<file path="src/rtl/demux1to8_deser_if.sv">
// Bus bundle for demux1to8_deser: serial input side, parallel output side,
// and the slot / fragment status outputs.
// Optional macro DEMUX1TO8_PARITY_EN adds the out_parity signal.
// The DUT uses the slave modport and the bit source / word sink uses master.
interface demux1to8_deser_if #(
    parameter int WIDTH = 8,
    parameter int SEL_W = 3
);
    logic             din;
    logic             din_valid;
    logic             din_sync;
    logic             din_ready;
    logic [WIDTH-1:0] out_data;
    logic             out_valid;
    logic             out_ready;
    logic [SEL_W-1:0] slot;
    logic [7:0]       frag_cnt;
`ifdef DEMUX1TO8_PARITY_EN
    logic             out_parity;
`endif

    modport master (
        output din, din_valid, din_sync, out_ready,
`ifdef DEMUX1TO8_PARITY_EN
        input  out_parity,
`endif
        input  din_ready, out_data, out_valid, slot, frag_cnt
    );

    modport slave (
        input  din, din_valid, din_sync, out_ready,
`ifdef DEMUX1TO8_PARITY_EN
        output out_parity,
`endif
        output din_ready, out_data, out_valid, slot, frag_cnt
    );
endinterface

</file>
<file path="src/rtl/demux1to8_deser.sv">
// demux1to8_deser: rebuilds a serial stream into parallel words.
// A slot counter works as the demux select. It steers each accepted bit into
// data_q[slot]. A finished word waits in HOLD until the consumer takes it.
// A din_sync bit restarts the word at slot 0. Any partial word it drops is
// counted in a saturating fragment counter.
// Optional macro DEMUX1TO8_PARITY_EN adds out_parity. The parity is built up
// one bit at a time while the word fills.
// Reset is asynchronous and active high. Release of rst must be synchronous
// to clk.
module demux1to8_deser #(
    parameter int WIDTH = 8,   // must equal 2**SEL_W
    parameter int SEL_W = 3
) (
    input  logic               clk,
    input  logic               rst,
    demux1to8_deser_if.slave   bus
);

    typedef enum logic [0:0] {
        FILL = 1'b0,
        HOLD = 1'b1
    } state_t;

    localparam logic [SEL_W-1:0] SLOT_ZERO = SEL_W'(0);
    localparam logic [SEL_W-1:0] SLOT_ONE  = SEL_W'(1);
    localparam logic [SEL_W-1:0] SLOT_LAST = SEL_W'(WIDTH - 1);
    localparam logic [WIDTH-1:0] WORD_ZERO = {WIDTH{1'b0}};
    localparam logic [7:0]       FRAG_MAX  = 8'hFF;

    state_t           state_q, state_d;
    logic [SEL_W-1:0] slot_q, slot_d;
    logic [WIDTH-1:0] data_q, data_d;
    logic [WIDTH-1:0] out_data_q, out_data_d;
    logic             out_valid_q, out_valid_d;
    logic [7:0]       frag_cnt_q, frag_cnt_d;
    logic [WIDTH-1:0] word_s;
    logic             din_ready_s;
    logic             accept_s;
`ifdef DEMUX1TO8_PARITY_EN
    logic             par_acc_q, par_acc_d;
    logic             out_parity_q, out_parity_d;
`endif

    // Start a new word whose only bit is b, placed in slot 0.
    function automatic logic [WIDTH-1:0] first_bit(input logic b);
        logic [WIDTH-1:0] w;
        w    = WORD_ZERO;
        w[0] = b;
        return w;
    endfunction

    // Add one to the fragment counter, but never go past 255.
    function automatic logic [7:0] sat_inc(input logic [7:0] c);
        if (c == FRAG_MAX) begin
            return c;
        end else begin
            return c + 8'd1;
        end
    endfunction

    // Fold one more serial bit into the running parity.
    function automatic logic par_step(input logic acc, input logic b);
        return acc ^ b;
    endfunction

    // Next-state logic: handshake, slot steering, word completion and handoff.
    always_comb begin
        din_ready_s = (state_q == FILL) || bus.out_ready;
        accept_s    = bus.din_valid && din_ready_s;
        state_d     = state_q;
        slot_d      = slot_q;
        data_d      = data_q;
        out_data_d  = out_data_q;
        out_valid_d = out_valid_q;
        frag_cnt_d  = frag_cnt_q;
        word_s      = data_q;
        word_s[slot_q] = bus.din;
`ifdef DEMUX1TO8_PARITY_EN
        par_acc_d    = par_acc_q;
        out_parity_d = out_parity_q;
`endif
        case (state_q)
            FILL: begin
                if (accept_s) begin
                    if (bus.din_sync) begin
                        // Resynchronise. Anything gathered so far is a fragment.
                        data_d = first_bit(bus.din);
                        slot_d = SLOT_ONE;
                        if (slot_q != SLOT_ZERO) begin
                            frag_cnt_d = sat_inc(frag_cnt_q);
                        end else begin
                            frag_cnt_d = frag_cnt_q;
                        end
`ifdef DEMUX1TO8_PARITY_EN
                        par_acc_d = bus.din;
`endif
                    end else begin
                        data_d = word_s;
`ifdef DEMUX1TO8_PARITY_EN
                        par_acc_d = par_step(par_acc_q, bus.din);
`endif
                        if (slot_q == SLOT_LAST) begin
                            // The last bit completes the word. Present it next cycle.
                            slot_d      = SLOT_ZERO;
                            state_d     = HOLD;
                            out_valid_d = 1'b1;
                            out_data_d  = word_s;
`ifdef DEMUX1TO8_PARITY_EN
                            out_parity_d = par_step(par_acc_q, bus.din);
                            par_acc_d    = 1'b0;
`endif
                        end else begin
                            slot_d = slot_q + SLOT_ONE;
                        end
                    end
                end else begin
                    data_d = data_q;
                end
            end
            HOLD: begin
                if (bus.out_ready) begin
                    // The word is handed off. A bit arriving now starts the next word.
                    state_d     = FILL;
                    out_valid_d = 1'b0;
                    out_data_d  = WORD_ZERO;
`ifdef DEMUX1TO8_PARITY_EN
                    out_parity_d = 1'b0;
`endif
                    if (accept_s) begin
                        data_d = first_bit(bus.din);
                        slot_d = SLOT_ONE;
`ifdef DEMUX1TO8_PARITY_EN
                        par_acc_d = bus.din;
`endif
                    end else begin
                        data_d = WORD_ZERO;
                        slot_d = SLOT_ZERO;
`ifdef DEMUX1TO8_PARITY_EN
                        par_acc_d = 1'b0;
`endif
                    end
                end else begin
                    state_d = HOLD;
                end
            end
            default: begin
                state_d     = FILL;
                slot_d      = SLOT_ZERO;
                data_d      = WORD_ZERO;
                out_data_d  = WORD_ZERO;
                out_valid_d = 1'b0;
            end
        endcase
    end

    // State and output registers. Async reset clears everything, including any held word.
    always_ff @(posedge clk or posedge rst) begin
        if (rst) begin
            state_q     <= FILL;
            slot_q      <= SLOT_ZERO;
            data_q      <= WORD_ZERO;
            out_data_q  <= WORD_ZERO;
            out_valid_q <= 1'b0;
            frag_cnt_q  <= 8'h00;
`ifdef DEMUX1TO8_PARITY_EN
            par_acc_q    <= 1'b0;
            out_parity_q <= 1'b0;
`endif
        end else begin
            state_q     <= state_d;
            slot_q      <= slot_d;
            data_q      <= data_d;
            out_data_q  <= out_data_d;
            out_valid_q <= out_valid_d;
            frag_cnt_q  <= frag_cnt_d;
`ifdef DEMUX1TO8_PARITY_EN
            par_acc_q    <= par_acc_d;
            out_parity_q <= out_parity_d;
`endif
        end
    end

    assign bus.din_ready = din_ready_s;
    assign bus.out_data  = out_data_q;
    assign bus.out_valid = out_valid_q;
    assign bus.slot      = slot_q;
    assign bus.frag_cnt  = frag_cnt_q;
`ifdef DEMUX1TO8_PARITY_EN
    assign bus.out_parity = out_parity_q;
`endif

endmodule
</file>
<file path="src/flat_wrapper.sv">
// flat-port wrapper written by rule: the top's interface ports become plain ports
module demux1to8_deser_flat 
#(
    parameter int WIDTH = 8,                         
    parameter int SEL_W = 3
)
  (clk, rst, bus_din, bus_din_valid, bus_din_sync, bus_out_ready, bus_din_ready, bus_out_data, bus_out_valid, bus_slot, bus_frag_cnt);
  demux1to8_deser_if #(.WIDTH(WIDTH), .SEL_W(SEL_W)) bus_i ();
  input  logic clk;
  input  logic rst;
  input wire logic [$bits(bus_i.din)-1:0] bus_din;
  input wire logic [$bits(bus_i.din_valid)-1:0] bus_din_valid;
  input wire logic [$bits(bus_i.din_sync)-1:0] bus_din_sync;
  input wire logic [$bits(bus_i.out_ready)-1:0] bus_out_ready;
  output wire logic [$bits(bus_i.din_ready)-1:0] bus_din_ready;
  output wire logic [$bits(bus_i.out_data)-1:0] bus_out_data;
  output wire logic [$bits(bus_i.out_valid)-1:0] bus_out_valid;
  output wire logic [$bits(bus_i.slot)-1:0] bus_slot;
  output wire logic [$bits(bus_i.frag_cnt)-1:0] bus_frag_cnt;
  assign bus_i.din = bus_din;
  assign bus_i.din_valid = bus_din_valid;
  assign bus_i.din_sync = bus_din_sync;
  assign bus_i.out_ready = bus_out_ready;
  assign bus_din_ready = bus_i.din_ready;
  assign bus_out_data = bus_i.out_data;
  assign bus_out_valid = bus_i.out_valid;
  assign bus_slot = bus_i.slot;
  assign bus_frag_cnt = bus_i.frag_cnt;
  demux1to8_deser #(.WIDTH(WIDTH), .SEL_W(SEL_W)) u_core (.clk(clk), .rst(rst), .bus(bus_i));
endmodule
</file>
<file path="config.mk">
export PLATFORM = sky130hd
export DESIGN_NAME = demux1to8_deser_flat
export DESIGN_NICKNAME = d
export VERILOG_FILES = /design/src/rtl/demux1to8_deser_if.sv /design/src/rtl/demux1to8_deser.sv /design/src/flat_wrapper.sv
export SDC_FILE = /design/constraint.sdc
export NUM_CORES = 1
export LEC_CHECK = 0
export CAP_MARGIN = 20
export CORE_MARGIN = 4
export CORE_UTILIZATION = 41
export DETAILED_ROUTE_END_ITERATION = 7
export PLACE_DENSITY_LB_ADDON = 0.25
export SYNTH_ARGS = -nofsm -noshare
export SYNTH_HDL_FRONTEND = slang
export SYNTH_SLANG_ARGS = --single-unit
</file>
<file path="constraint.sdc">
create_clock -name clk -period 1.9 [get_ports clk]
set_input_delay 0.38 -clock clk [delete_from_list [all_inputs] [get_ports clk]]
set_output_delay 0.38 -clock clk [all_outputs]
set_load 0.01 [all_outputs]
</file>
=== After elaboration in Yosys (flattened, before gate mapping) ===
Index checks and enable logic that the tools add are counted.
Widths: inputs -> output; s select.

* Equal/unequal tests: 6
* Reductions and logical operators: 7
* Multiplexer cells: 29
* $add $sub $neg: 2
* Bitwise gates (word level): 2
* Magnitude comparators: 2

{| class="wikitable"
|+ Operators by type and width
! cell !! number
|-
| $mux 8 || 7
|-
| $pmux 8 s2 || 2
|-
| $mux 3 || 4
|-
| $mux 1 || 11
|-
| $add 8x1->8 const B || 1
|-
| $bwmux 8 || 1
|-
| $eq 8x8->1 const B || 1
|-
| $ne 2x2->1 const B || 3
|-
| $pmux 3 s2 || 1
|-
| $reduce_and 5->1 || 1
|-
| $lt 3x4->1 const B || 1
|-
| $pmux 1 s2 || 2
|-
| $reduce_and 4->1 || 1
|-
| $add 3x1->3 const B || 1
|-
| $demux 1 s3 || 1
|-
| $eq 3x3->1 const B || 1
|-
| $ge 3x1->1 const B || 1
|-
| $reduce_bool 3->1 || 1
|-
| $logic_and 1x1->1 || 2
|-
| $ne 2x1->1 const B || 1
|-
| $not 1->1 || 2
|-
| $reduce_and 2->1 || 1
|-
| $logic_or 1x1->1 || 1
|}

* Output and inout port bits: 21
* Logic and storage cells: 54
* Bits in registers: 29

=== Logic depth before layout (Yosys ltp) ===
* Depth after elaboration: 9
* Mapped depth: 7
* Depth with buffers taken out: 6

=== Worst setup path after synthesis ===
No wires, ideal clock.

* Path type: register -> register
* Start: register u_core.slot_q[0] (netlist: u_core.bus.slot[0])
* End: register u_core.frag_cnt_q[1] (netlist: u_core.bus.frag_cnt[1])
* Arrival time: 1427 ps
* Path slack: 348 ps
* Cell stages (with the launch flop): 8
* Data required time: 1775 ps
* Buffers on the path: 1
* Cells stage by stage: dfrtp_1 buf_4 inv_1 ha_1 nand2b_1 and3_4 nand2_4 mux2_4

* Cells in the longest elaborated chain, start to end: 2

{| class="wikitable"
|+ RTL lines
! element !! RTL line !! RTL
|-
| start: declaration || demux1to8_deser.sv:31 || <nowiki>logic [SEL_W-1:0] slot_q, slot_d;</nowiki>
|-
| start signal: assignment || demux1to8_deser.sv:171 || <nowiki>slot_q <= slot_d;</nowiki>
|-
| $reduce_bool 3->1 || demux1to8_deser.sv:89 || <nowiki>if (slot_q != SLOT_ZERO) begin</nowiki>
|-
| $reduce_and 5->1 (no line) || n/a ||
|-
| end signal: assignment || demux1to8_deser.sv:175 || <nowiki>frag_cnt_q <= frag_cnt_d;</nowiki>
|-
| end: declaration || demux1to8_deser.sv:35 || <nowiki>logic [7:0] frag_cnt_q, frag_cnt_d;</nowiki>
|}

Every way passes these cells.
A chain may end at the register's enable or synchronous reset.

=== Worst setup path in the final report ===
* Start: register u_core.slot_q[1] (netlist: u_core.bus.slot[1])
* End: output bus_slot[1]

{| class="wikitable"
|+ RTL lines
! element !! RTL line !! RTL
|-
| end: declaration || flat_wrapper.sv:18 || <nowiki>output wire logic [$bits(bus_i.slot)-1:0] bus_slot;</nowiki>
|}

No word-level cell between the ends.

==> summary.md <==
| Metric | Value |
|---|---|
| Pwr Density | 1040 nW/um^2 |
| Syn_area_per_cell | 10.9 um^2 |
| Inst Count DP | 206 |
| WP data arrival | 1440 ps |
| TritonRoute pass-1 iters | 4 |
| Most frequent cells in the layout | 27 x dfrtp_1, 25 x clkdlybuf4s50_1, 14 x nand2_1 |
| Crit-path cells | clkdlybuf4s50_1 |
| CP Buf/Inv Count | 1 |
| Number of global-route vias before repair | 1,083 |
| Sequential Power Share | 0.451 |
| Req. time, crit path | 1520 ps |
| Slew headroom | 0.726 |
| Die width | 67.8 um |
| Status | complete, no violations |
| Port Buf Inserts | 26 |
| Grt ovf | 0 |
| Place WS | -12.4 ps |
| RSZ-0062 raised after global routing | false |
| Min Tclk post-route | 1820 ps |
| GRT busiest layer | met2 |
| Cts bufs inserted | 5 |
| Layout cell share with drive strength beyond 1 | 0.155 |
| Netlist cell types | 39 |
| R2r startpoint | u_core.bus.slot[0]$_DFFE_PP0P_ |
| Routed Antenna Nets | 0 |
| F_max | 548 MHz |
| Die ar. | 4590 um^2 |
| Initial antenna violation count | 0 |
| Commonest register cell after synthesis | dfrtp_1 |
| Int Pwr | 1300 uW |
| Initial drt markers | 37 |
| P_leak | 0.000843 uW |
| Row count | 21 |
| Final wirelength | 2970 um |
| # IOs | 27 |
| Comb power frac | 0.325 |
| Tot Pwr | 1930 uW |
| Setup tns final | 0 ps |
| Via Count | 1,119 |
| Post-synth EDFFs | 0 |
| Drt drc | 0 |
| Die Y | 67.8 um |
| Hpwl dp | 2160 um |
| Register bit total from synthesis | 29 |
| Count of warnings emitted by yosys | 0 |
| Worst-Skew Late Latency | 330 ps |
| Total Routing Usage GR | 0.149 |
| Final Cycle Share | 0.960 |
| Max Cap Violations | 0 |
| Reg clk slew, reported paths | 100 ps |
| Net Count, Synth | 144 |
| Max Slew Vio Count | 0 |
| Met3 Track Usage GR | 0.0433 |
| Worst Path Max Fanout | 8 |
| Crit path setup slack, layout | 75.6 ps |
| Area of the mapped netlist | 1470 um^2 |
| Nets | 177 |
| Diode count | 0 |
| Clock power share | 0.225 |
| CP top delay family | buffers and inverters |
| CTS H-tree lvls | 2 |
| Clock buffer depth | 2 |
| M1 GR Usage | 0.199 |
| Setup Crit Path Kind | reg -> out |
| Root buf cell | clkbuf_4 |
| Worst reg2reg endpoint | u_core.bus.out_data[1]$_DFFE_PP0P_ |
| Most common cell after layout, fill and taps aside | dfrtp_1 |
| Met2 Use GR | 0.220 |
| Clock sink count | 29 |
| Syn Inst Count | 134 |
| Hold Slack | 409 ps |
| Core Footprint | 3390 um^2 |
| Final Non-Filler Cells | 214 |
| Slowest CP cell | clkdlybuf4s50_1 |
| Number of fillers in the final layout | 294 |
| Register area share after synthesis | 0.495 |
| Setup Skew | 10.6 ps |
| Post-CTS Setup Bufs | 0 |
| GPL Wtd Cong | 0.829 |
| Final Hold Vio Count | 0 |
| Min-Delay Path Class | in -> async |
| Worst IR Drop VDD | 0.493 mV |
| Final setup violation count | 0 |
| Initial Utilization | 0.432 |
| Crit end category | output pin |
| R2R setup slack | 260 ps |
| Asr flop ratio synth | 1.00 |
| Switching pwr | 629 uW |
| Reg2reg path depth | 5 |
| Measured slew at the worst slew-check pin | 410 ps |
| Hold-fix buffers at CTS | 0 |
| Net Sw Frac | 0.326 |
| Slowest cell delay on critical path | 600 ps |
| Wire per inst | 13.9 um |
| Area grow syn2layout | 26.7% |
| Startpoint type of the worst setup path | register |
| Largest net degree at the start of global routing | 30 |
| Via/cell ratio | 5.23 |
| First-pass GRT wire length | 5040 um |
| CTS tree | yes |
==> area by class of cell <==
| class | instances | area (um^2) | share of cell area |
|---|---|---|---|
| flip-flops and latches | 29 | 728 | 0.392 |
| clock inverters | 1 | 5.00 | 0.00270 |
| inverters | 8 | 30.0 | 0.0162 |
| multi-input cells | 91 | 667 | 0.359 |
| repair buffers | 32 | 304 | 0.164 |
| clock buffers | 7 | 65.1 | 0.0350 |
| well taps | 46 | 57.6 | 0.0310 |
==> repair_timing <==
| item | CTS | global route |
|---|---|---|
| endpoints found under the hold margin | 0 | 0 |
| gates resized for setup | 2 | 1 |
| endpoints found under the setup margin | 2 | 1 |
==> cell families after synthesis <==
| kind of cell | Yosys count | share of synthesized area |
|---|---|---|
| adder cells (fa/ha/maj) | 4 | 0.0342 |
| AO/OA/AOI/OAI | 29 | 0.140 |
| multiplexers | 13 | 0.0922 |
| flip-flops | 29 | 0.495 |
| AND/OR/NAND/NOR | 40 | 0.159 |
| buffers and inverters | 14 | 0.0495 |
| XOR/XNOR | 5 | 0.0299 |
==> sequential cells by signal, summed over array words and instances, names as in the netlist <==
name                  cells
u_core.bus.frag_cnt       8
u_core.bus.out_data       8
u_core.bus.out_valid      1
u_core.bus.slot           3
u_core.data_q             8
u_core.state_q            1
==> stage by stage <==
step	area (um^2)	util
2_1_floorplan	1470	-
3_3_place_gp	1790	0.527
3_5_place_dp	1790	0.527
4_1_cts	1860	0.547
5_1_grt	1860	0.548
6_report	1860	0.548
==> worst max path at each step <==
stage                     depth (start not counted)  slack, ps                                 end                      startpoint
after detailed placement                          3        -10                       bus_din_ready                   bus_out_ready
after global placement                            3        -10                       bus_din_ready                   bus_out_ready
final                                             1         80                         bus_slot[1]  u_core.bus.slot[1]$_DFFE_PP0P_
after CTS                                         1          7                         bus_slot[0]  u_core.bus.slot[0]$_DFFE_PP0P_
after floorplan                                   7        350  u_core.bus.frag_cnt[1]$_DFFE_PP0P_  u_core.bus.slot[0]$_DFFE_PP0P_
after global routing                              1          6                         bus_slot[1]  u_core.bus.slot[1]$_DFFE_PP0P_
==> cells in the mapped netlist, drive strengths merged (4+ instances only) <==
cell / number / area share
dfrtp: 29 / 0.50
nand2: 15 / 0.044
mux2i: 12 / 0.082
inv: 8 / 0.020
nand3: 8 / 0.031
o21ai: 8 / 0.027
o2bb2ai: 8 / 0.048
a21oi: 5 / 0.020
xnor2: 5 / 0.030
buf: 4 / 0.024
ha: 4 / 0.034
==> power by group through the flow <==
stage          Combinational (uW)  Clock (uW)  Sequential [uW]
2_1_floorplan                 333           0              889
3_3_place_gp                  616           0              872
3_5_place_dp                  634           0              883
4_1_cts                       638         450              871
5_1_grt                       693         474              899
6_report                      626         433              870
==> per-layer routing <==
layer	share of wire	up-vias	routed length, um
li1	-	549	-
met1	0.48	541	1410
met2	0.46	22	1370
met3	0.045	7	133
met4	0.018	0	52
met5	0	-	0
Note: power is estimated with default switching activity, not from simulation.
